--- config.mk ---
export PLATFORM = sky130hd
export DESIGN_NAME = tt_param_updown_counter
export DESIGN_NICKNAME = d
export VERILOG_FILES = /design/src/rtl/tt_param_updown_counter.sv
export SDC_FILE = /design/constraint.sdc
export NUM_CORES = 1
export LEC_CHECK = 0
export ABC_AREA = 1
export BUFFER_PORTS_ARGS = -buffer_cell sky130_fd_sc_hd__buf_2
export CAP_MARGIN = 0
export CORE_ASPECT_RATIO = 1.5
export CORE_MARGIN = 2
export CORE_UTILIZATION = 45
export DETAILED_ROUTE_END_ITERATION = 8
export PLACE_DENSITY = 0.69
export SLEW_MARGIN = 5
export SYNTH_ARGS = -nofsm -noshare
export SYNTH_HDL_FRONTEND = slang
export SYNTH_SLANG_ARGS = --single-unit
export TNS_END_PERCENT = 100
--- constraint.sdc ---
create_clock -name clk -period 4.1 [get_ports clk]
set_input_delay 0 -clock clk [delete_from_list [all_inputs] [get_ports clk]]
set_output_delay 0 -clock clk [all_outputs]
set_load 0.03 [all_outputs]
--- src/rtl/tt_param_updown_counter.sv ---
// rtl/tt_param_updown_counter.sv - parametrised up/down counter with prescaler, load, wrap/saturate, tc and sticky ovf
//
// Purpose:
//   Counts within 0..MODULO-1. Each count step needs PRESCALE enabled cycles.
//   The counter either wraps or saturates at the range ends. Wrapping emits a
//   one-cycle terminal-count pulse. Hitting a range end in either mode sets a
//   sticky overflow flag.
//
// Ports:
//   clk       in   1      clock; all state changes on posedge
//   rst_n     in   1      asynchronous active-low reset
//   enable    in   1      advances the prescaler; count steps only while high
//   up_dn     in   1      1 = up, 0 = down (sampled on step cycles)
//   sat_mode  in   1      1 = saturate, 0 = wrap (sampled on step cycles)
//   load      in   1      synchronous load strobe (beats enable)
//   load_val  in   WIDTH  load value, clamped to MODULO-1
//   clr_ovf   in   1      clears ovf unless ovf is being set in the same cycle
//   count     out  WIDTH  registered count
//   tc        out  1      registered one-cycle wrap pulse
//   ovf       out  1      sticky range-end flag

module tt_param_updown_counter #(
  parameter int WIDTH     = 8,
  parameter int MODULO    = 256,
  parameter int PRESCALE  = 1,
  parameter int RESET_VAL = 0
) (
  input  logic             clk,
  input  logic             rst_n,
  input  logic             enable,
  input  logic             up_dn,
  input  logic             sat_mode,
  input  logic             load,
  input  logic [WIDTH-1:0] load_val,
  input  logic             clr_ovf,
  output logic [WIDTH-1:0] count,
  output logic             tc,
  output logic             ovf
);

  // The prescaler is at least one bit wide so that PRESCALE=1 still has a legal register.
  localparam int PW = (PRESCALE > 1) ? $clog2(PRESCALE) : 1;

  localparam logic [WIDTH-1:0] MAX_VAL   = WIDTH'(MODULO - 1);
  localparam logic [WIDTH-1:0] RST_COUNT = WIDTH'(RESET_VAL);
  localparam logic [PW-1:0]    PRE_LAST  = PW'(PRESCALE - 1);

  logic [WIDTH-1:0] count_q, count_d;
  logic [PW-1:0]    pre_q, pre_d;
  logic             tc_q, tc_d;
  logic             ovf_q, ovf_d;
  logic             step;
  logic             ovf_set;
  logic [WIDTH-1:0] load_clamped;

  assign step         = enable && (pre_q == PRE_LAST);
  assign load_clamped = (load_val > MAX_VAL) ? MAX_VAL : load_val;

  always_comb begin
    count_d = count_q;
    pre_d   = pre_q;
    tc_d    = 1'b0;
    ovf_set = 1'b0;

    if (load) begin
      count_d = load_clamped;
      pre_d   = '0;
    end else begin
      // When enable is low the prescaler holds, so the phase is kept.
      if (enable) begin
        pre_d = step ? '0 : pre_q + PW'(1);
      end

      if (step) begin
        if (up_dn) begin
          if (count_q == MAX_VAL) begin
            ovf_set = 1'b1;
            if (!sat_mode) begin
              count_d = '0;
              tc_d    = 1'b1;
            end
          end else begin
            count_d = count_q + WIDTH'(1);
          end
        end else begin
          if (count_q == '0) begin
            ovf_set = 1'b1;
            if (!sat_mode) begin
              count_d = MAX_VAL;
              tc_d    = 1'b1;
            end
          end else begin
            count_d = count_q - WIDTH'(1);
          end
        end
      end
    end

    // A set in the same cycle wins over the clear.
    ovf_d = ovf_set | (ovf_q & ~clr_ovf);
  end

  always_ff @(posedge clk or negedge rst_n) begin
    if (!rst_n) begin
      count_q <= RST_COUNT;
      pre_q   <= '0;
      tc_q    <= 1'b0;
      ovf_q   <= 1'b0;
    end else begin
      count_q <= count_d;
      pre_q   <= pre_d;
      tc_q    <= tc_d;
      ovf_q   <= ovf_d;
    end
  end

  assign count = count_q;
  assign tc    = tc_q;
  assign ovf   = ovf_q;

endmodule

# Yosys cells after proc, flatten, opt, wreduce, memory -nomap -nowiden
# Cells that the tools add are included.
[word_totals]
ff_bits = 11
latchBits = 0
ramBits = 0
rom_bits = 0
inputBits = 15
out_inout_bits = 10
mem_count = 0
[op_classes]
add_sub_neg = 3
multipliers = 0
div = 0
order_cmp = 1
eq_ne = 3
shifts = 0
muxes = 22
n_bitwise = 4
reduce_logical = 5
[ops]
columns = ["cell", "count"]
rows = [
  ["$mux W8", 8],
  ["$mux W1", 14],
  ["$add A8 B1 Y8 const B", 1],
  ["$eq A8 B8 Y1 const B", 1],
  ["$gt A8 B8 Y1 const B", 1],
  ["$logic_not A8 Y1", 1],
  ["$ne A4 B4 Y1 const B", 2],
  ["$sub A8 B1 Y8 const B", 1],
  ["$reduce_bool A2 Y1", 2],
  ["$reduce_and A3 Y1", 1],
  ["$not A1 Y1", 2],
  ["$add A1 B1 Y1 const B", 1],
  ["$and A1 B1 Y1", 1],
  ["$logic_and A1 B1 Y1", 1],
  ["$or A1 B1 Y1", 1],
]

# Logic depth before layout (Yosys ltp)
# Gate-level depths: netlist (run 1).
[logic_depth]
ltp_word = 6
depth_mapped = 11

# Worst setup path after synthesis (run 1)
# Ideal clock, no wire load.
[synth_timing]
kind = "flip-flop to flip-flop"
start = "reg count_q[0], in the netlist count[0]"
end = "reg count_q[6], in the netlist count[6]"
arrival_time_ps = 1527
required_ps = 3983
path_slack_ps = 2456
path_stages_with_launch = 11
synth_period_minus_slack_ps = 1644
cell_sequence = "dfrtp_1 inv_1 ha_1 nand2_1 nor2_4 nand3b_2 nand3_2 buf_6 nor2_1 nand2_1 nand2_1"
[synth_between]
elab_chain_cells = 5
elab_cells_between_ends = 12
classes_between = "add/sub (2); eq/ne (3); mux (5); reduce/logical (2)"
[synth_lines]
columns = ["item", "line", "text"]
rows = [
  ["from (decl)", "48", "logic [WIDTH-1:0] count_q, count_d;"],
  ["from (signal assigned)", "110", "count_q <= count_d;"],
  ["$sub A8 B1 Y8, or another cell as far along", "93", "count_d = count_q - WIDTH'(1);"],
  ["$mux W8 (on tied branches)", "86, 76", ""],
  ["$mux W8", "75", "if (up_dn) begin"],
  ["$mux W8", "74", "if (step) begin"],
  ["$mux W8", "65", "if (load) begin"],
]
# Several ways; a longest one is shown, not always the timed one. The select of a mux whose other input is x is not followed.
# A chain may end at the register's enable or synchronous reset.

# Worst setup path after layout (run 1)
[layout_timing]
start = "reg count_q[0], in the netlist count[0]"
end = "reg count_q[3], in the netlist count[3]"
# Same word-level chain as after synthesis.

==> results of run 1 <==
state kept, by name, indices dropped and copies added (netlist names):
name	cells
ovf	1
pre_q	1
tc	1
count	8
cell usage in the layout (no fill, tap or decap):
cell type      count
a21oi_1            3
buf_2             24
clkbuf_1           1
clkbuf_4           3
dfrtp_1           11
dlygate4sd3_1      5
ha_1               3
inv_1             16
inv_2              3
nand2_1           55
nand2_2            1
nand3_1           22
nand3_2            1
nand3b_2           1
nand4_1            2
nor2_1            19
nor2_2             1
nor2_4             3
nor3_1             1
o211ai_1           1
o21ai_0           10
o21ai_1            2
or2_2              3
xor2_1             1
final timing paths:
kind	start	end	slack [ns]
worst max-delay path	count[0]	count[3]	2.44
worst min-delay path	load_val[0]	count[0]	0.03
worst max register to register	count[0]	count[3]	2.44
worst min register to register	ovf	ovf	0.55
max in group asynchronous	rst_n	count[5]	3.76
min in group asynchronous	rst_n	count[1]	0.13
routing by layer:
layer	vias up	track usage (%)	part of all wire, %
met4	0	13.4	1.5
met2	35	39.1	52
met3	6	1.16	3.9
met5	-	0	0
li1	577	-	-
met1	493	25.7	43
what timing repair did:
item	4_1_cts	5_1_grt
hold buffers	5	0
buffers inserted	0	0
endpoints found under the hold margin	14	0
cells by family after synthesis:
family	count (synthesis)	share of synthesized area, %
XOR/XNOR	1	0.877
AND/OR/NAND/NOR	109	49.2
flip-flops	11	27.6
adder cells (fa/ha/maj)	3	3.76
AO/OA/AOI/OAI	16	8.27
buffers and inverters	24	10.3
worst max-delay path, cell delays in order, from the launching register on:
cell	delay, ns
dfrtp_1	0.42
inv_1	0.16
ha_1	0.16
nand2_1	0.08
nor2_4	0.19
nand3b_2	0.10
nand3_2	0.22
inv_2	0.08
nand3_1	0.09
nand2_1	0.05
report_power, final:
| group | leakage [nW] | internal (mW) | switching, mW |
|---|---|---|---|
| registers | 0.136 | 0.121 | 0.0268 |
| logic | 0.506 | 0.0546 | 0.104 |
| clock network | 0.0150 | 0.0376 | 0.0335 |
layout make-up:
class,instances,area (um^2),area share [%]
Multi-Input combinational cell,129,621,52.1
Sequential cell,11,275,23.1
Inverter,19,71.3,5.99
Timing Repair Buffer,29,170,14.3
Tap cell,22,27.5,2.31
Clock buffer,4,26.3,2.21
==> impl_metrics.env, run 1 <==
export IMPL_drv_slew=0
export IMPL_synth_cells=164
export IMPL_synth_top_area_share_pct=27.6
export IMPL_vdd_drop_max_v=0.000216
export IMPL_cts_root_buf="clkbuf_4"
export IMPL_syn_area_um2=998
export IMPL_dieHeight_um=61.7
export IMPL_syn_area_per_cell_um2=6.09
export IMPL_die_area_um2=2620
export IMPL_dieWidth_um=42.5
export IMPL_ioPinCount=25
export IMPL_period_share_pct=40.6
export IMPL_drt_wirelength_per_cell_um=11.9
export IMPL_drive_gt1_share_pct=20.8
export IMPL_maxCapViolCount=0
export IMPL_cp_max_fo=13
export IMPL_cts_sinks=11
export IMPL_relSlewSlack_pct=68.3
export IMPL_r2r_cells=9
export IMPL_async_flop_share_pct=100
export IMPL_grt_pass1_wl_um=4310
export IMPL_design_area_um2=1190
export IMPL_fin_crit_ns=1.66
export IMPL_drtAntennaViolNets=0
export IMPL_max_clock_path_buffers=2
export IMPL_post_place_cells=205
export IMPL_critPathRequiredTime_ns=4.26
export IMPL_grt_pass1_vias=1028
export IMPL_nFillCells=208
export IMPL_synth_seq_area_share_pct=27.6
export IMPL_dr_first_iter_drc_count=27
export IMPL_antenna_found_initial=0
export IMPL_synthTopCellsByCount="nand2_1, nand3_1, nor2_1, inv_1, dfrtp_1"
export IMPL_syn_nets=182
export IMPL_utilization_pct=58.0
export IMPL_track_usage_pct=21.7
export IMPL_setup_viol=0
export IMPL_critPathLaunchType="flop"
export IMPL_post_dp_cell_area_um2=1110
export IMPL_antenna_cells=0
export IMPL_grt_max_degree=17
export IMPL_cts_buffers=3
export IMPL_cts_tree="yes"
export IMPL_fmax_mhz=601
export IMPL_fin_skew_ns=0.00185
export IMPL_grt_overflow=0
export IMPL_vias=1111
export IMPL_path_clk_slew_ns=0.07
export IMPL_synth_edff_count=0
export IMPL_worst_slack_ns=2.44
export IMPL_detail_route_first_pass_iterations=4
export IMPL_dp_final_hpwl_um=2050
export IMPL_netlist_top_cell_by_area="dfrtp_1"
export IMPL_critPathKind="flop to flop"
export IMPL_synth_top_flop_cell="dfrtp_1"
export IMPL_yosysWarnings=0
export IMPL_vias_per_cell=5.19
export IMPL_drc=0
export IMPL_synth_area_leaders="dfrtp_1, nand2_1, nand3_1, nor2_1, inv_1"
export IMPL_cts_resized=0
export IMPL_finalHoldViolCount=0
export IMPL_rows=20
export IMPL_ys_seq_elements=11
export IMPL_place_ws_ns=2.44
export IMPL_holdPathStages=3
export IMPL_hp_class="input port to flop"
export IMPL_power_density_nw_per_um2=317
export IMPL_area_delta_synth_final_pct=19.3
export IMPL_status="finished clean"
export IMPL_rsz0062_at_grt="false"
export IMPL_finalPower_uw=377
export IMPL_clk_latency_ns=0.26
export IMPL_place_gp_congestion=0.853
export IMPL_yosysMostFrequentCell="nand2_1"
export IMPL_synth_cell_types=24
export IMPL_port_buffers=24
export IMPL_worstPathArrival_ns=1.82
export IMPL_fin_nets=211
export IMPL_p_leak_nw=0.657
export IMPL_whs_ns=0.0275
export IMPL_coreArea_um2=2050
export IMPL_initial_core_util_pct=48.7
export IMPL_drt_total_wl_um=2550
export IMPL_instances_no_fill=214
export IMPL_endpoint_kind="flop"
export IMPL_fin_setup_tns_ns=0
export IMPL_htreeDepth=1
export IMPL_worst_slew_pin_slew_ns=0.475
Note: power is estimated with default switching activity, not from simulation.
==> run 2: changes to the inputs <==
- PLACE_DENSITY: 0.69 -> 0.72
- clock period: 4.1 -> 1.4 ns (I/O delays scaled with it)
==> run 2 against run 1 <==
Net effect: first-iteration DRC count grew 110%; cell count grew 12%; clock power grew to 3.0 times the previous value; clock skew grew 0.0097 ns; combinational power grew to 4.1 times the previous value; setup slack lost 2.6 ns; sequential power grew to 2.9 times the previous value; non-clock buffer count grew 24; largest cell class unchanged; critical path type unchanged; critical path depth is the same; critical endpoint unchanged; die area is the same; the flow now finishes with violations (setup timing); largest power group unchanged; final area grew 23%.
==> impl_metrics.env, run 2 (synthesis gave the netlist of run 1 again) <==
export IMPL_clk_latency_ns=0.27
export IMPL_place_ws_ns=-0.126
export IMPL_critPathKind="flop to flop"
export IMPL_worst_slew_pin_slew_ns=0.365
export IMPL_initial_core_util_pct=48.7
export IMPL_ioPinCount=25
export IMPL_cts_root_buf="clkbuf_4"
export IMPL_rows=20
export IMPL_violations="setup timing"
export IMPL_largest_register_ff_count=8
export IMPL_cp_max_fo=6
export IMPL_fin_setup_tns_ns=-1.17
export IMPL_drv_slew=0
export IMPL_drtAntennaViolNets=0
export IMPL_r2r_start="count[1]"
export IMPL_dieHeight_um=61.7
export IMPL_dp_final_hpwl_um=2330
export IMPL_cts_buffers=3
export IMPL_vdd_drop_max_v=0.000806
export IMPL_worstPathArrival_ns=1.70
export IMPL_fin_skew_ns=0.0116
export IMPL_critPathLaunchType="flop"
export IMPL_track_usage_pct=25.1
export IMPL_vias=1240
export IMPL_grt_pass1_vias=1119
export IMPL_final_common_cell="nand2_1"
export IMPL_dieWidth_um=42.5
export IMPL_area_delta_synth_final_pct=46.5
export IMPL_endpoint_kind="flop"
export IMPL_worst_slack_ns=-0.156
export IMPL_status="complete, but fails checks"
export IMPL_p_leak_nw=0.798
export IMPL_drt_total_wl_um=3160
export IMPL_vias_per_cell=5.19
export IMPL_antenna_cells=0
export IMPL_max_clock_path_buffers=2
export IMPL_cts_tree="yes"
export IMPL_drc=0
export IMPL_antenna_found_initial=0
export IMPL_maxCapViolCount=0
export IMPL_holdPathStages=3
export IMPL_grt_pass1_wl_um=4850
export IMPL_cts_sinks=11
export IMPL_relSlewSlack_pct=75.7
export IMPL_period_share_pct=111
export IMPL_timing_rr_end="count[3]"
export IMPL_post_dp_cell_area_um2=1330
export IMPL_design_area_um2=1460
export IMPL_holdPathEnd="count[0]"
export IMPL_grt_max_degree=12
export IMPL_grt_overflow=0
export IMPL_r2r_setup_slack_ns=-0.16
export IMPL_rsz0062_at_grt="true"
export IMPL_drive_gt1_share_pct=37.8
export IMPL_critPathRequiredTime_ns=1.55
export IMPL_setup_viol=10
export IMPL_fin_crit_ns=1.56
export IMPL_detail_route_first_pass_iterations=4
export IMPL_dr_first_iter_drc_count=57
export IMPL_power_density_nw_per_um2=889
export IMPL_fin_nets=236
export IMPL_fmax_mhz=643
export IMPL_coreArea_um2=2050
export IMPL_path_clk_slew_ns=0.07
export IMPL_drt_wirelength_per_cell_um=13.2
export IMPL_htreeDepth=1
export IMPL_port_buffers=24
export IMPL_finalHoldViolCount=0
export IMPL_place_gp_congestion=0.870
export IMPL_min_from="load_val[0]"
export IMPL_r2r_cells=9
export IMPL_mostFrequentLayoutCells="nand2_1, buf_2, buf_4, nand3_1, nor2_1"
export IMPL_whs_ns=0.0426
export IMPL_die_area_um2=2620
export IMPL_hp_class="input port to flop"
[run 2: changes by cell type in the layout (fill, tap and decap cells not counted), moves of 2 or more]
cell     change
ha_4         +2
ha_1         -3
nand2_1      -2
buf_4       +24
inv_2        +2
o21ai_0      -2
dfrtp_2      +6
dfrtp_1      -6
inv_1        -3
[run 2: what timing repair did]
item                                   CTS  global route
cloned                                   0             1
resized for setup                        1             7
hold buffers                             5             0
setup endpoints to repair                8            10
buffers inserted                         4             0
pin swaps                                1             5
endpoints found under the hold margin   14             0
[run 2: worst max-delay path by stage]
stage	cells after the start	start	endpoint
final	9	count[1]	count[3]
after global routing	9	count[1]	count[3]
after CTS	9	count[0]	count[3]
after detailed placement	9	count[0]	count[3]
after global placement	9	count[0]	count[3]
after floorplan	10	count[5]	count[5]
[run 2: layer usage]
| layer | GRT usage (%) | routed length (um) |
|---|---|---|
| met5 | 0 | 0 |
| met4 | 10.3 | 91 |
| met3 | 3.18 | 130 |
| met2 | 50.1 | 1760 |
| met1 | 26.4 | 1180 |
[run 2: final cells by class]
| cell class | count | area, um^2 |
|---|---|---|
| repair buffers | 53 | 350 |
| flip-flops and latches | 11 | 283 |
| inverters | 19 | 73.8 |
| well taps | 22 | 27.5 |
| multi-input cells | 130 | 702 |
| clock buffers | 4 | 26.3 |
| fillers | 189 | 589 |
[run 2: where the power goes]
group	switching, mW	internal, mW
sequential	0.0732	0.360
clock	0.102	0.110
combinational	0.375	0.281
total	0.550	0.751
[run 2: stage by stage]
stage / util [%] / power [mW] / cells
after floorplan: - / 0.814 / 164
after global placement: 64.6 / 1.04 / 225
after detailed placement: 64.6 / 1.05 / 225
after CTS: 69.8 / 1.29 / 238
after global routing: 71.3 / 1.39 / 239
final: 71.3 / 1.30 / 239
[run 2: critical path, cell delays in order (launching register included)]
cell	delay [ns]
dfrtp_2	0.45
inv_2	0.11
ha_4	0.13
nand2_2	0.06
nor2_4	0.20
nand3b_4	0.13
nand3_4	0.13
inv_2	0.07
nand3_1	0.08
nand2_1	0.06
==> run 3: changes to the inputs <==
- CORE_UTILIZATION: 45 -> 47
- PLACE_DENSITY: 0.72 -> 0.75
- SLEW_MARGIN: 5 -> unset
- TNS_END_PERCENT: 100 -> 20
==> run 3 against run 2 <==
Net effect: the flow still finishes with violations (setup timing); non-clock buffer count fell by 3; final area is 1.2% higher; sequential power barely moved; clock power rose by 6%.
==> impl_metrics.env, run 3 (synthesis gave the netlist of run 1 again) <==
export IMPL_status="complete, but fails checks"
export IMPL_violations="setup timing"
export IMPL_cts_tree="yes"
export IMPL_cp_slowest_cell="dfrtp_2"
export IMPL_p_leak_nw=0.797
export IMPL_top_layer="met4"
export IMPL_htreeDepth=1
export IMPL_relSlewSlack_pct=75.7
export IMPL_critPathLaunchType="flop"
export IMPL_critPathKind="flop to flop"
export IMPL_mostFrequentLayoutCells="nand2_1, buf_2, nand3_1, nor2_1, buf_4"
export IMPL_nFillCells=161
export IMPL_holdPathEnd="count[0]"
export IMPL_vdd_drop_max_v=0.000638
export IMPL_regArea_um2=283
export IMPL_r2r_start="count[1]"
export IMPL_coreArea_um2=2030
export IMPL_drt_total_wl_um=3090
export IMPL_cp_max_fo=5
export IMPL_initial_core_util_pct=49.3
export IMPL_drtAntennaViolNets=0
export IMPL_place_gp_congestion=0.872
export IMPL_m1WireLength_um=1170
export IMPL_hp_class="input port to flop"
export IMPL_port_buffers=24
export IMPL_maxCapViolCount=0
export IMPL_dr_first_iter_drc_count=69
export IMPL_multi_input_area_um2=724
export IMPL_cts_root_buf="clkbuf_4"
export IMPL_worst_slew_pin_slew_ns=0.364
export IMPL_rows=20
export IMPL_grt_overflow=0
export IMPL_r2r_setup_slack_ns=-0.11
export IMPL_grt_max_degree=12
export IMPL_track_usage_pct=26.7
export IMPL_path_clk_slew_ns=0.07
export IMPL_worstPathArrival_ns=1.72
export IMPL_fmax_mhz=661
export IMPL_drive_gt1_share_pct=40.4
export IMPL_vias_per_cell=5.34
export IMPL_largest_register_ff_count=8
export IMPL_utilization_pct=73.0
export IMPL_cts_sinks=11
export IMPL_holdPathStages=3
export IMPL_dieHeight_um=60.5
export IMPL_period_share_pct=108
export IMPL_critPathBufInv=2
export IMPL_final_common_cell="nand2_1"
export IMPL_grt_pass1_vias=1151
export IMPL_grt_pass1_wl_um=5110
export IMPL_critPathRequiredTime_ns=1.61
export IMPL_crit_path_frequent_cell="o21ai_0"
export IMPL_drv_slew=0
export IMPL_wl_met3_um=175
export IMPL_cts_buffers=3
export IMPL_antenna_found_initial=0
export IMPL_place_ws_ns=-0.106
export IMPL_r2r_cells=9
export IMPL_finalHoldViolCount=0
export IMPL_crit_family="flip-flops"
export IMPL_power_density_nw_per_um2=894
export IMPL_ioPinCount=25
export IMPL_drc=0
export IMPL_min_from="load_val[0]"
export IMPL_antenna_cells=0
export IMPL_clk_latency_ns=0.27
export IMPL_fin_setup_tns_ns=-0.872
export IMPL_vias=1256
export IMPL_endpoint_kind="flop"
export IMPL_dp_final_hpwl_um=2170
export IMPL_worst_slack_ns=-0.113
export IMPL_drt_wirelength_per_cell_um=13.2
export IMPL_fin_nets=232
export IMPL_area_delta_synth_final_pct=48.2
export IMPL_route_met2_wl_um=1640
export IMPL_die_area_um2=2520
export IMPL_whs_ns=0.0173
export IMPL_setup_viol=10
export IMPL_fin_crit_ns=1.51
export IMPL_detail_route_first_pass_iterations=5
export IMPL_rsz0062_at_grt="true"
export IMPL_timing_rr_end="count[0]"
export IMPL_max_clock_path_buffers=2
export IMPL_cpPeakStageDelay_ns=0.47
export IMPL_worstPathCellList="inv_4, ha_4, nand2_4, nor2_4, buf_6, o21ai_0, nand2_1, o21ai_0, o21ai_2"
export IMPL_fin_skew_ns=0.00510
export IMPL_dieWidth_um=41.6
==> run 3: how the worst max path moves through the flow <==
| stage | startpoint | to | slack [ns] | cells after the start |
|---|---|---|---|---|
| after CTS | count[1] | count[0] | -0.08 | 9 |
| after global routing | count[1] | count[4] | -0.21 | 9 |
| after floorplan | count[5] | count[5] | -0.11 | 10 |
| final | count[1] | count[0] | -0.11 | 9 |
| after global placement | count[1] | count[3] | -0.08 | 9 |
| after detailed placement | count[1] | count[3] | -0.11 | 9 |
==> run 3: repair_timing <==
| action | 4_1_cts | 5_1_grt |
|---|---|---|
| resized for setup | 7 | 19 |
| pin swaps | 3 | 11 |
| hold buffers | 5 | 0 |
| endpoints found under the setup margin | 8 | 10 |
| setup buffers | 5 | 4 |
| hold endpoints to repair | 14 | 0 |
==> run 3: power breakdown <==
part / internal (mW) / switching, mW
combinational: 0.277 / 0.387
sequential: 0.360 / 0.0751
clock: 0.110 / 0.114
==> run 3: area by class of cell <==
class,count,area share [%]
Clock buffer,4,1.78
Inverter,19,5.16
Multi-Input combinational cell,129,48.9
Sequential cell,11,19.1
Tap cell,22,1.86
Timing Repair Buffer,50,23.2
==> run 3: layer usage <==
metal | global-route usage, % | vias up
li1 | - | 625
met1 | 30.3 | 560
met2 | 51.1 | 54
met3 | 2.08 | 17
met4 | 11.5 | 0
met5 | 0 | -
==> run 3: worst reg2reg max path: cells and delay by family (launching register included) <==
| kind | cells | cell delay (ns) |
|---|---|---|
| AOI/OAI and AO/OA | 3 | 0.30 |
| DFF | 1 | 0.47 |
| adders and majority gates | 1 | 0.14 |
| and+or+nand+nor | 3 | 0.30 |
| buffers and inverters | 2 | 0.24 |
==> run 3: per-stage QoR <==
stage / power, mW / cells / area, um^2
finish: 1.32 / 235 / 1480
global route: 1.42 / 235 / 1480
CTS: 1.26 / 231 / 1400
detailed placement: 1.01 / 217 / 1270
global placement: 0.993 / 217 / 1270
floorplan: 0.814 / 164 / 1070
